File: config.mk
export PLATFORM = sky130hd
export DESIGN_NAME = relax_scheduler
export DESIGN_NICKNAME = d
export VERILOG_FILES = /design/src/rtl/relax_scheduler_pkg.sv /design/src/rtl/relax_scheduler_one_hot_shift.sv /design/src/rtl/relax_scheduler.sv
export SDC_FILE = /design/constraint.sdc
export NUM_CORES = 1
export LEC_CHECK = 0
export ABC_AREA = 1
export CORE_MARGIN = 2
export CORE_UTILIZATION = 25
export CTS_BUF_LIST = sky130_fd_sc_hd__clkbuf_4 sky130_fd_sc_hd__clkbuf_8
export DETAILED_ROUTE_END_ITERATION = 10
export DONT_BUFFER_PORTS = 1
export PLACE_DENSITY = 0.49
export SLEW_MARGIN = 10
export SYNTH_ARGS = -nofsm -noshare
export SYNTH_HDL_FRONTEND = slang
export SYNTH_SLANG_ARGS = --single-unit
File: constraint.sdc
create_clock -name clk -period 2.9 [get_ports clk]
set_input_delay 0.145 -clock clk [delete_from_list [all_inputs] [get_ports clk]]
set_output_delay 0.145 -clock clk [all_outputs]
set_load 0.02 [all_outputs]
File: src/rtl/relax_scheduler_pkg.sv
// Shared definitions for the relaxation frame scheduler: FSM encoding and
// pass-counter width.
package relax_scheduler_pkg;

  localparam int unsigned ITER_W = 8;

  typedef enum logic [1:0] {
    ST_IDLE   = 2'd0,
    ST_UPDATE = 2'd1,
    ST_DONE   = 2'd2
  } state_t;

endpackage

File: src/rtl/relax_scheduler_one_hot_shift.sv
// Rotate-left-by-one of a one-hot vector; the MSB wraps back to bit 0, which
// is exactly the "return to 1" behaviour the sequencer needs after a commit.
module one_hot_shift #(
  parameter int unsigned W = 4
) (
  input  logic [W-1:0] i_vec,
  output logic [W-1:0] o_vec
);

  generate
    if (W == 1) begin : g_single
      assign o_vec = i_vec;
    end else begin : g_rot
      assign o_vec = {i_vec[W-2:0], i_vec[W-1]};
    end
  endgenerate

endmodule

File: src/rtl/relax_scheduler.sv
// Frame sequencer: walks node phases within each core, cores within each
// pass, and passes within a frame; latches mouse coordinates per frame.
module relax_scheduler
  import relax_scheduler_pkg::*;
#(
  parameter int unsigned NUM_CORES      = 4,
  parameter int unsigned NODES_PER_CORE = 5,
  parameter int unsigned ITERATIONS     = 8
) (
  input  logic                    clk,
  input  logic                    reset,
  input  logic                    frame_req,
  input  logic [31:0]             x_mouse_in,
  input  logic [31:0]             y_mouse_in,
  input  logic                    hold,
  input  logic                    overrun_clr,
  output logic                    frame_ack,
  output logic [31:0]             x_mouse,
  output logic [31:0]             y_mouse,
  output logic [NUM_CORES-1:0]    core_sel,
  output logic [NODES_PER_CORE:0] node_sel,
  output logic [ITER_W-1:0]       iter,
  output logic                    busy,
  output logic                    frame_done,
  output logic                    overrun
);

  localparam int unsigned       NODE_W    = NODES_PER_CORE + 1;
  localparam logic [ITER_W-1:0] ITER_LAST = ITER_W'(ITERATIONS - 1);

  state_t                r_state, w_state_nxt;
  logic [NUM_CORES-1:0]  r_core, w_core_nxt, w_core_rot;
  logic [NODE_W-1:0]     r_node, w_node_nxt, w_node_rot;
  logic [ITER_W-1:0]     r_iter, w_iter_nxt;
  logic [31:0]           r_x, w_x_nxt;
  logic [31:0]           r_y, w_y_nxt;
  logic                  r_ack, w_ack_nxt;
  logic                  r_overrun, w_overrun_nxt;

  one_hot_shift #(.W(NODE_W)) u_node_rot (
    .i_vec (r_node),
    .o_vec (w_node_rot)
  );

  one_hot_shift #(.W(NUM_CORES)) u_core_rot (
    .i_vec (r_core),
    .o_vec (w_core_rot)
  );

  always_ff @(posedge clk or posedge reset) begin
    if (reset) begin
      r_state   <= ST_IDLE;
      r_core    <= '0;
      r_node    <= '0;
      r_iter    <= '0;
      r_x       <= '0;
      r_y       <= '0;
      r_ack     <= 1'b0;
      r_overrun <= 1'b0;
    end else begin
      r_state   <= w_state_nxt;
      r_core    <= w_core_nxt;
      r_node    <= w_node_nxt;
      r_iter    <= w_iter_nxt;
      r_x       <= w_x_nxt;
      r_y       <= w_y_nxt;
      r_ack     <= w_ack_nxt;
      r_overrun <= w_overrun_nxt;
    end
  end

  always_comb begin
    w_state_nxt   = r_state;
    w_core_nxt    = r_core;
    w_node_nxt    = r_node;
    w_iter_nxt    = r_iter;
    w_x_nxt       = r_x;
    w_y_nxt       = r_y;
    w_ack_nxt     = 1'b0;
    w_overrun_nxt = r_overrun;

    // Set is evaluated after clear so a simultaneous pair leaves the flag set.
    if (overrun_clr)
      w_overrun_nxt = 1'b0;
    if (frame_req && (r_state != ST_IDLE))
      w_overrun_nxt = 1'b1;

    case (r_state)
      ST_IDLE: begin
        if (frame_req) begin
          w_state_nxt = ST_UPDATE;
          w_core_nxt  = NUM_CORES'(1);
          w_node_nxt  = NODE_W'(1);
          w_iter_nxt  = '0;
          w_x_nxt     = x_mouse_in;
          w_y_nxt     = y_mouse_in;
          w_ack_nxt   = 1'b1;
        end
      end
      ST_UPDATE: begin
        if (!hold) begin
          w_node_nxt = w_node_rot;
          if (r_node[NODE_W-1]) begin
            w_core_nxt = w_core_rot;
            if (r_core[NUM_CORES-1]) begin
              if (r_iter == ITER_LAST) begin
                w_state_nxt = ST_DONE;
                w_core_nxt  = '0;
                w_node_nxt  = '0;
              end else begin
                w_iter_nxt = r_iter + 1'b1;
              end
            end
          end
        end
      end
      ST_DONE: begin
        if (!hold)
          w_state_nxt = ST_IDLE;
      end
      default: w_state_nxt = ST_IDLE;
    endcase
  end

  assign frame_ack  = r_ack;
  assign x_mouse    = r_x;
  assign y_mouse    = r_y;
  assign core_sel   = r_core;
  assign node_sel   = r_node;
  assign iter       = r_iter;
  assign busy       = (r_state != ST_IDLE);
  // A held DONE cycle withholds the pulse until the cycle that actually leaves DONE.
  assign frame_done = (r_state == ST_DONE) && !hold;
  assign overrun    = r_overrun;

endmodule

# ---- After elaboration in Yosys (flattened, before gate mapping)
# Index checks and enable logic that the tools add are counted.
dict set report totals {
  in_bits 69
  elab_cells 60
  ff_bits 86
}
dict set report classes {
  addsub 1
  mux 29
  eq_ne 10
  reduce_logical 12
}
# cell count
set ops {}
lappend ops {{$mux W8} 5}
lappend ops {{$mux W6} 5}
lappend ops {{$mux W4} 5}
lappend ops {{$pmux W8 S2} 1}
lappend ops {{$ne A2 B2 Y1 const B} 7}
lappend ops {{$mux W2} 6}
lappend ops {{$pmux W6 S2} 1}
lappend ops {{$reduce_and A6 Y1} 2}
lappend ops {{$add A8 B1 Y8 const B} 1}
lappend ops {{$eq A8 B3 Y1 const B} 1}
lappend ops {{$pmux W4 S2} 1}
lappend ops {{$pmux W2 S3} 1}
lappend ops {{$reduce_bool A2 Y1} 3}
lappend ops {{$mux W1} 4}
lappend ops {{$reduce_and A4 Y1} 1}
lappend ops {{$reduce_and A3 Y1} 1}
lappend ops {{$eq A2 B1 Y1 const B} 1}
lappend ops {{$eq A2 B2 Y1 const B} 1}
lappend ops {{$logic_and A1 B1 Y1} 2}
lappend ops {{$logic_not A2 Y1} 1}
lappend ops {{$reduce_and A2 Y1} 1}
lappend ops {{$logic_not A1 Y1} 1}

# ---- Logic depth before layout (Yosys ltp)
# Gate-level depths: netlist (run 1).
dict set report depth {
  depth_word 6
  mapped_depth 9
  ltp_nobuf 8
}

# ---- Cells and area by module
# Synthesis (run 1) repeated with hierarchy kept, for this count alone.
dict set report hier_totals {
  cells_unflattened 437
  hier_area_um2 3693.5
}
# module area_per_inst_um2 instances cells_each seq_area_each_um2
set modules_own_cells {}
lappend modules_own_cells {relax_scheduler 3618.5 1 427 2152.1}
lappend modules_own_cells {{one_hot_shift (u_node_rot)} 45.0 1 6 0.0}
lappend modules_own_cells {{one_hot_shift (u_core_rot)} 30.0 1 4 0.0}

# ---- Worst setup path before layout (run 1)
# No wires, ideal clock.
dict set report synth_timing {
  path_kind {register -> register}
  startpoint {register r_iter[0], in the netlist iter[0]}
  endpoint {register r_iter[5], in the netlist iter[5]}
  path_buffers 0
  path_stages_with_launch 9
  setup_ps 117
  arrival_time_ps 1397
  slack_ps 1386
  path_cell_list {dfrtp_1 > ha_1 > nand3_1 > nor2_1 > nand2_1 > nand2_4 > nor2_4 > nand2_1 > nand2_1}
}
dict set report synth_between {
  elab_chain_cells 6
}
# item line
set synth_rtl {}
lappend synth_rtl {{start, declared} relax_scheduler.sv:34} ;# logic [ITER_W-1:0] r_iter, w_iter_nxt;
lappend synth_rtl {{start signal, assigned} relax_scheduler.sv:64} ;# r_iter <= w_iter_nxt;
lappend synth_rtl {{$add A8 B1 Y8} relax_scheduler.sv:111} ;# w_iter_nxt = r_iter + 1'b1;
lappend synth_rtl {{$mux W8} relax_scheduler.sv:106} ;# if (r_iter == ITER_LAST) begin
lappend synth_rtl {{$mux W8} relax_scheduler.sv:105} ;# if (r_core[NUM_CORES-1]) begin
lappend synth_rtl {{$mux W8} relax_scheduler.sv:103} ;# if (r_node[NODE_W-1]) begin
lappend synth_rtl {{$mux W8} relax_scheduler.sv:101} ;# if (!hold) begin
lappend synth_rtl {{$pmux W8 S2} relax_scheduler.sv:88} ;# case (r_state)
# Several ways; a longest one is shown, not always the timed one. The select of a mux whose other input is x is not followed.
# A chain may end at the register's enable or synchronous reset.

# ---- Worst setup path after layout (run 1)
dict set report layout_timing {
  startpoint {register r_state[1]}
  endpoint {register r_x[27], in the netlist x_mouse[27]}
}
dict set report layout_between {
  elab_chain_cells 2
}
# item line
set layout_rtl {}
lappend layout_rtl {{start, declared} relax_scheduler.sv:31} ;# state_t r_state, w_state_nxt;
lappend layout_rtl {{start signal, assigned} relax_scheduler.sv:61} ;# r_state <= w_state_nxt;
lappend layout_rtl {{$logic_not A2 Y1} relax_scheduler.sv:88}
lappend layout_rtl {{$reduce_and A2 Y1 (no source line)} n/a}
lappend layout_rtl {{end signal, assigned} relax_scheduler.sv:65} ;# r_x <= w_x_nxt;
lappend layout_rtl {{end, declared} relax_scheduler.sv:35} ;# logic [31:0] r_x, w_x_nxt;
# No other way between the ends.

==> results of run 1 <==
[per-stage QoR]
step                      power [mW]  std cells
final                          5.121        678
after global routing           5.486        678
after CTS                      5.168        678
after detailed placement       3.910        594
after global placement         3.871        594
after floorplan                3.584        425
[critical path, stage by stage (launching register included)]
cell and delay, ns:
dfrtp_1 0.50, nor2_2 0.21, nand2_2 0.36, inv_2 0.25, buf_4 0.36, nand2_1 0.13
nand2_1 0.09
[cell type report]
cell class / instances / area, um^2 / share of cell area (%)
Inverter: 19 / 72.57 / 1.529
Tap cell: 180 / 225.2 / 4.746
Timing Repair Buffer: 72 / 723.2 / 15.24
Multi-Input combinational cell: 305 / 1292 / 27.23
Sequential cell: 86 / 2152 / 45.35
Clock buffer: 11 / 151.4 / 3.190
Clock inverter: 5 / 128.9 / 2.716
[metal layers]
| metal | up-vias | GRT usage (%) |
|---|---|---|
| li1 | 1429 | - |
| met1 | 1361 | 15.22 |
| met2 | 134 | 20.59 |
| met3 | 23 | 4.350 |
| met4 | 0 | 7.444 |
| met5 | - | 0 |
[what timing repair did]
action / in CTS / in global routing
endpoints found under the hold margin: 108 / 0
gates resized for setup: 0 / 0
hold buffers: 68 / 0
[sequential cells by signal, summed over array words and instances (netlist names)]
| register | cells |
|---|---|
| overrun | 1 |
| r_state | 2 |
| y_mouse | 32 |
| node_sel | 6 |
| frame_ack | 1 |
| core_sel | 4 |
| x_mouse | 32 |
| iter | 8 |
[worst min-delay path by stage]
stage,startpoint,to,slack (ns),cells after the start
floorplan,overrun_clr,overrun$_DFFE_PP0P_,0.25,1
global placement,reset,iter[3]$_DFFE_PP0P_,0.15,1
detailed placement,reset,iter[3]$_DFFE_PP0P_,0.16,1
CTS,hold,node_sel[5]$_DFFE_PP0P_,0.18,4
global route,hold,node_sel[2]$_DFFE_PP0P_,0.21,4
finish,hold,node_sel[5]$_DFFE_PP0P_,0.21,4
[cell families (layout without fill, tap and decap cells)]
group / Yosys count / in the layout
buffers and inverters: 34 / 107
xor gates and xnor gates: 3 / 3
DFF: 86 / 86
AOI/OAI and AO/OA: 13 / 13
and+or+nand+nor: 288 / 288
adders and majority gates: 1 / 1
[Yosys cell counts]
cell	number
buf_2	7
buf_4	6
buf_6	1
clkbuf_1	1
dfrtp_1	86
ha_1	1
inv_1	15
inv_2	4
nand2_1	247
nand2_4	2
nand3_1	14
nand3_2	1
nand3_4	1
nand4_1	3
nor2_1	14
nor2_2	2
nor2_4	2
nor2_8	1
nor3_1	1
o21ai_0	9
o21ai_1	1
o21ai_2	1
o21bai_1	1
o22ai_1	1
xor2_1	3
[power by group]
part | internal, mW | switching [mW] | total (mW)
Sequential | 1.70 | 1.07 | 2.77
Combinational | 0.433 | 0.767 | 1.20
Clock | 0.708 | 0.441 | 1.15
Total | 2.84 | 2.28 | 5.12
==> results.sh, run 1 <==
export IMPL_status="finished clean"
export IMPL_syn_nets=495
export IMPL_yosysWarningCount=0
export IMPL_wl_met1_um=3863
export IMPL_syn_inst=425
export IMPL_tightestPinTransition_ns=0.7403
export IMPL_synth_xor_area_share_pct=0.7282
export IMPL_die_w_um=124.1
export IMPL_routed_wl_um=9640
export IMPL_layout_commonest_cell="nand2_1"
export IMPL_initial_utilization_pct=25.80
export IMPL_power_density_mw_per_mm2=1079
export IMPL_clk_latency_ns=0.37
export IMPL_wire_per_inst_um=14.22
export IMPL_layout_common_cells="246 x nand2_1, 86 x dfrtp_1, 68 x dlygate4sd3_1"
export IMPL_drive_gt1_share_pct=7.229
export IMPL_numPortBuffers=0
export IMPL_synth_area_mux_share_pct=0
export IMPL_area_growth_pct=31.52
export IMPL_crit_path_end="x_mouse[27]$_DFFE_PP0P_"
export IMPL_r2r_end="x_mouse[27]$_DFFE_PP0P_"
export IMPL_r2r_cells=6
export IMPL_fill_cells=1460
export IMPL_cts_root_buf="clkbuf_8"
export IMPL_grt_max_degree=50
export IMPL_cts_max_level=3
export IMPL_synth_cell_types=25
export IMPL_setup_viol=0
export IMPL_setup_ws_ns=0.9152
export IMPL_worst_hold_slack_ns=0.2082
export IMPL_rows=43
export IMPL_grt_setup_unrepaired="false"
export IMPL_ys_ff_latch=86
export IMPL_p_leak_nw=2.412
export IMPL_avgViaCountPerCell=4.347
export IMPL_slew_violations=0
export IMPL_crit_start="r_state[1]$_DFFE_PP0P_"
export IMPL_irDropWorstVdd_uv=308.1
export IMPL_wl_met2_um=4615
export IMPL_grt_pass1_wl_um=15200
export IMPL_cts_sink_count=86
export IMPL_synthTopCellsByArea="dfrtp_1 60%, nand2_1 26%, nand3_1 1.9%"
export IMPL_syn_cell_area_mm2=0.003608
export IMPL_path_class="register to register"
export IMPL_endpoint_kind="register"
export IMPL_vias=2947
export IMPL_fin_nets=563
export IMPL_synth_top_area_share_pct=59.64
export IMPL_cts_path_max_buffers=2
export IMPL_synth_simple_area_share_pct=32.66
export IMPL_highest_layer="met4"
export IMPL_synth_area_leader_cell="dfrtp_1"
export IMPL_worstPathMaxFanout=36
export IMPL_dieArea_mm2=0.01541
export IMPL_syn_avg_cell_area_um2=8.490
export IMPL_drc=0
export IMPL_die_height_um=124.1
export IMPL_crit_required_ns=3.20
export IMPL_fmax_mhz=503.8
export IMPL_cts_tree="done"
export IMPL_ios=155
export IMPL_r2r_start="r_state[1]$_DFFE_PP0P_"
export IMPL_hold_viol=0
export IMPL_fin_area_mm2=0.004746
export IMPL_critPathArrivalTime_ns=2.28
export IMPL_clk_transition_reported_paths_ns=0.08
export IMPL_dpl_cell_area_mm2=0.003785
export IMPL_synthAdderAreaFrac_pct=0.3467
export IMPL_fin_skew_ns=0.009171
export IMPL_drtIter0Drc=164
export IMPL_final_antenna_net_count=0
export IMPL_core_mm2=0.01399
export IMPL_cp_start_kind="register"
export IMPL_n_antenna_cell=0
export IMPL_cap_violations=0
export IMPL_grt_overflow=0
export IMPL_utilization_pct=33.93
export IMPL_hpwl_um=6302
export IMPL_synth_top_family_by_area="simple AND/OR/NAND/NOR gates"
export IMPL_synth_compound_gate_area_share_pct=2.011
export IMPL_post_cts_setup_buffers=0
export IMPL_route_met3_wl_um=871
export IMPL_place_congestion=0.7920
export IMPL_place_ws_ns=0.9173
export IMPL_reg2reg_slack_ns=0.92
export IMPL_max_slew_margin_pct=50.27
export IMPL_min_delay_path_class="input port to register"
export IMPL_min_period_ns=1.985
export IMPL_finalSetupTns_ns=0
export IMPL_finalCritPeriodShare_pct=68.44
export IMPL_numCtsBuffers=9
export IMPL_ys_seq_area_share_pct=59.64
export IMPL_firstDrtPassIters=5
export IMPL_grt_pass1_vias=3028
export IMPL_antenna_found_initial=0
export IMPL_grt_usage_pct=12.94
Power figures use the tool's default switching activity.
==> run 2, diff against run 1 <==
--- a/config.mk
+++ b/config.mk
@@ -5,13 +5,13 @@
 export SDC_FILE = /design/constraint.sdc
 export NUM_CORES = 1
 export LEC_CHECK = 0
-export ABC_AREA = 1
+export ABC_AREA = 0
 export CORE_MARGIN = 2
 export CORE_UTILIZATION = 25
 export CTS_BUF_LIST = sky130_fd_sc_hd__clkbuf_4 sky130_fd_sc_hd__clkbuf_8
 export DETAILED_ROUTE_END_ITERATION = 10
 export DONT_BUFFER_PORTS = 1
-export PLACE_DENSITY = 0.49
+export PLACE_DENSITY = 0.51
 export SLEW_MARGIN = 10
 export SYNTH_ARGS = -nofsm -noshare
 export SYNTH_HDL_FRONTEND = slang
==> constraint.sdc (replaced) <==
create_clock -name clk -period 1.75 [get_ports clk]
set_input_delay 0.0875 -clock clk [delete_from_list [all_inputs] [get_ports clk]]
set_output_delay 0.0875 -clock clk [all_outputs]
set_load 0.02 [all_outputs]
==> results.sh, run 2 <==
export IMPL_status="complete, but fails checks"
export IMPL_violations="setup timing"
export IMPL_area_growth_pct=39.54
export IMPL_hpwl_um=5861
export IMPL_synth_common_cells="201 x nand2_1, 86 x dfrtp_1, 9 x a22o_1, 9 x clkbuf_1"
export IMPL_final_antenna_net_count=0
export IMPL_layout_commonest_cell="nand2_1"
export IMPL_slew_violations=0
export IMPL_ys_ff_latch=86
export IMPL_critPathBufInv=0
export IMPL_worstPathMaxFanout=3
export IMPL_syn_cell_area_mm2=0.003433
export IMPL_grt_pass1_vias=2897
export IMPL_grt_setup_unrepaired="true"
export IMPL_dpl_cell_area_mm2=0.003824
export IMPL_fmax_mhz=524.7
export IMPL_numCtsBuffers=9
export IMPL_synthTopCellsByArea="dfrtp_1 63%, nand2_1 22%, a22o_1 2.3%"
export IMPL_fin_skew_ns=0.01170
export IMPL_endpoint_kind="register"
export IMPL_fin_nets=530
export IMPL_post_synth_top_count_cell="nand2_1"
export IMPL_antenna_found_initial=0
export IMPL_firstDrtPassIters=6
export IMPL_p_sw_share_pct=30.87
export IMPL_initial_utilization_pct=25.72
export IMPL_min_delay_path_class="input port to register"
export IMPL_synth_area_leader_cell="dfrtp_1"
export IMPL_cts_tree="done"
export IMPL_layout_common_cells="198 x nand2_1, 84 x dfrtp_1, 68 x dlygate4sd3_1, 26 x buf_4, 11 x clkbuf_8"
export IMPL_dp_cells=553
export IMPL_finalCritPeriodShare_pct=108.9
export IMPL_min_period_ns=1.906
export IMPL_numPortBuffers=0
export IMPL_finalPower_mw=4.534
export IMPL_drtIter0Drc=130
export IMPL_avgViaCountPerCell=4.413
export IMPL_core_mm2=0.01335
export IMPL_async_reset_ff_share_pct=100.0
export IMPL_grt_overflow=0
export IMPL_cts_sink_count=86
export IMPL_wire_per_inst_um=14.44
export IMPL_rows=42
export IMPL_cpLargestDelayFamily="simple AND/OR/NAND/NOR gates"
export IMPL_max_slew_margin_pct=63.20
export IMPL_cts_path_max_buffers=2
export IMPL_place_congestion=0.7380
export IMPL_p_int_mw=3.134
export IMPL_fin_area_mm2=0.004791
export IMPL_power_density_mw_per_mm2=946.3
export IMPL_crit_path_max_incr_delay_ns=0.53
export IMPL_syn_inst=364
export IMPL_layout_cells_non_filler=640
export IMPL_p_seq_share_pct=60.0
export IMPL_slowest_stage="or4b_1"
export IMPL_ios=155
export IMPL_synth_edff_count=0
export IMPL_tightestPinTransition_ns=0.5520
export IMPL_die_height_um=121.2
export IMPL_clk_latency_ns=0.36
export IMPL_clk_transition_reported_paths_ns=0.08
export IMPL_p_leak_nw=2.424
export IMPL_worst_hold_slack_ns=0.1090
export IMPL_n_antenna_cell=0
export IMPL_vias=2824
export IMPL_cap_violations=0
export IMPL_critPathArrivalTime_ns=2.16
export IMPL_setup_ws_ns=-0.1559
export IMPL_cp_cell_sequence="or4b_1, or4_4, nand2_4, mux2_4"
export IMPL_drc=0
export IMPL_yosys_most_used_dff="dfrtp_1"
export IMPL_syn_avg_cell_area_um2=9.432
export IMPL_setup_viol=14
export IMPL_routed_wl_um=9243
export IMPL_irDropWorstVdd_uv=460.8
export IMPL_drive_gt1_share_pct=16.16
export IMPL_utilization_pct=35.89
export IMPL_hold_viol=0
export IMPL_clkPwrFrac_pct=28.5
export IMPL_grt_pass1_wl_um=14250
export IMPL_yosysWarningCount=0
export IMPL_crit_required_ns=2.00
export IMPL_syn_nets=434
export IMPL_path_class="register to register"
export IMPL_grt_usage_pct=12.54
export IMPL_dieArea_mm2=0.01469
export IMPL_power_switching_mw=1.399
export IMPL_die_w_um=121.2
export IMPL_comb_power_share_pct=11.5
export IMPL_cts_max_level=3
export IMPL_cts_root_buf="clkbuf_8"
export IMPL_ys_seq_area_share_pct=62.68
export IMPL_grt_max_degree=69
export IMPL_reg2reg_slack_ns=-0.16
export IMPL_cp_start_kind="register"
export IMPL_synth_top_area_share_pct=62.68
export IMPL_synth_cell_types=36
export IMPL_fill_cells=1324
## run 2: cell count changes after synthesis, sizes merged, moves of 6 or more
| cell | before | now |
|---|---|---|
| nand2 | 249 | 202 |
| buf | 14 | 6 |
| nand3 | 16 | 4 |
| clkbuf | 1 | 9 |
| o21ai | 11 | 5 |
| nor2 | 19 | 1 |
| inv | 19 | 4 |
| a22o | 0 | 9 |
## run 2: power groups by stage
stage                     Sequential [mW]  Clock, mW  Combinational (mW)
after floorplan                      2.71          0               0.250
after CTS                            2.72       1.37               0.503
after global placement               2.75          0               0.361
final                                2.72       1.29               0.522
after detailed placement             2.76          0               0.380
after global routing                 2.75       1.45               0.592
## run 2: cell type report
type | count | area [um^2] | area share [%]
Timing Repair Buffer | 100 | 952.2 | 19.87
Clock inverter | 1 | 5.005 | 0.1045
Clock buffer | 14 | 173.9 | 3.630
Tap cell | 176 | 220.2 | 4.597
Inverter | 4 | 21.27 | 0.4440
Multi-Input combinational cell | 259 | 1264 | 26.38
Sequential cell | 86 | 2155 | 44.97
## run 2: worst paths after layout
kind	end	startpoint	cells past startpoint
hold reg to reg	r_state[1]$_DFFE_PP0P_	r_state[1]$_DFFE_PP0P_	1
setup reg to reg	iter[1]$_DFFE_PP0P_	iter[5]$_DFFE_PP0P_	4
setup / recovery	iter[1]$_DFFE_PP0P_	iter[5]$_DFFE_PP0P_	4
max in group asynchronous	iter[4]$_DFFE_PP0P_	reset	3
hold / removal	node_sel[0]$_DFFE_PP0P_	hold	2
min in group asynchronous	y_mouse[20]$_DFFE_PP0P_	reset	3
## run 2: logic make-up (layout without fill, tap and decap cells)
family                     count (synthesis)  after routing  synth area share (%)
and+or+nand+nor                          228            228                 27.70
buffers and inverters                     19            119                 2.296
adders and majority gates                  1              1                0.3644
DFF                                       86             86                 62.68
muxes                                      4              4                 1.458
AOI/OAI and AO/OA                         26             26                 5.503
## run 2: what timing repair did
action	CTS	global route
gates resized for setup	2	18
hold endpoints to repair	158	0
buffers inserted	2	2
endpoints found under the setup margin	14	20
pin swaps	1	9
hold buffers	68	0
## run 2: worst register-to-register path: stages (launching register included)
cell and delay, ns:
dfrtp_2 0.41, or4b_1 0.53, or4_4 0.46, nand2_4 0.11, mux2_4 0.29
## run 2: per-layer routing
metal / track usage, % / wire (um) / up-vias / part of all wire (%)
met5: 0 / 0 / - / 0
met2: 20.68 / 4497 / 118 / 49
met1: 14.51 / 3836 / 1339 / 42
li1: - / - / 1353 / -
met3: 4.135 / 705 / 14 / 7.6
met4: 6.466 / 204 / 0 / 2.2
## run 2: per-stage QoR
stage,worst slack (ns),TNS (ns)
after floorplan,-0.1715,-0.4676
after global placement,-0.1178,-0.8445
after detailed placement,-0.1349,-1.324
after CTS,-0.1449,-1.515
after global routing,-0.2245,-2.587
final,-0.1559,-1.693
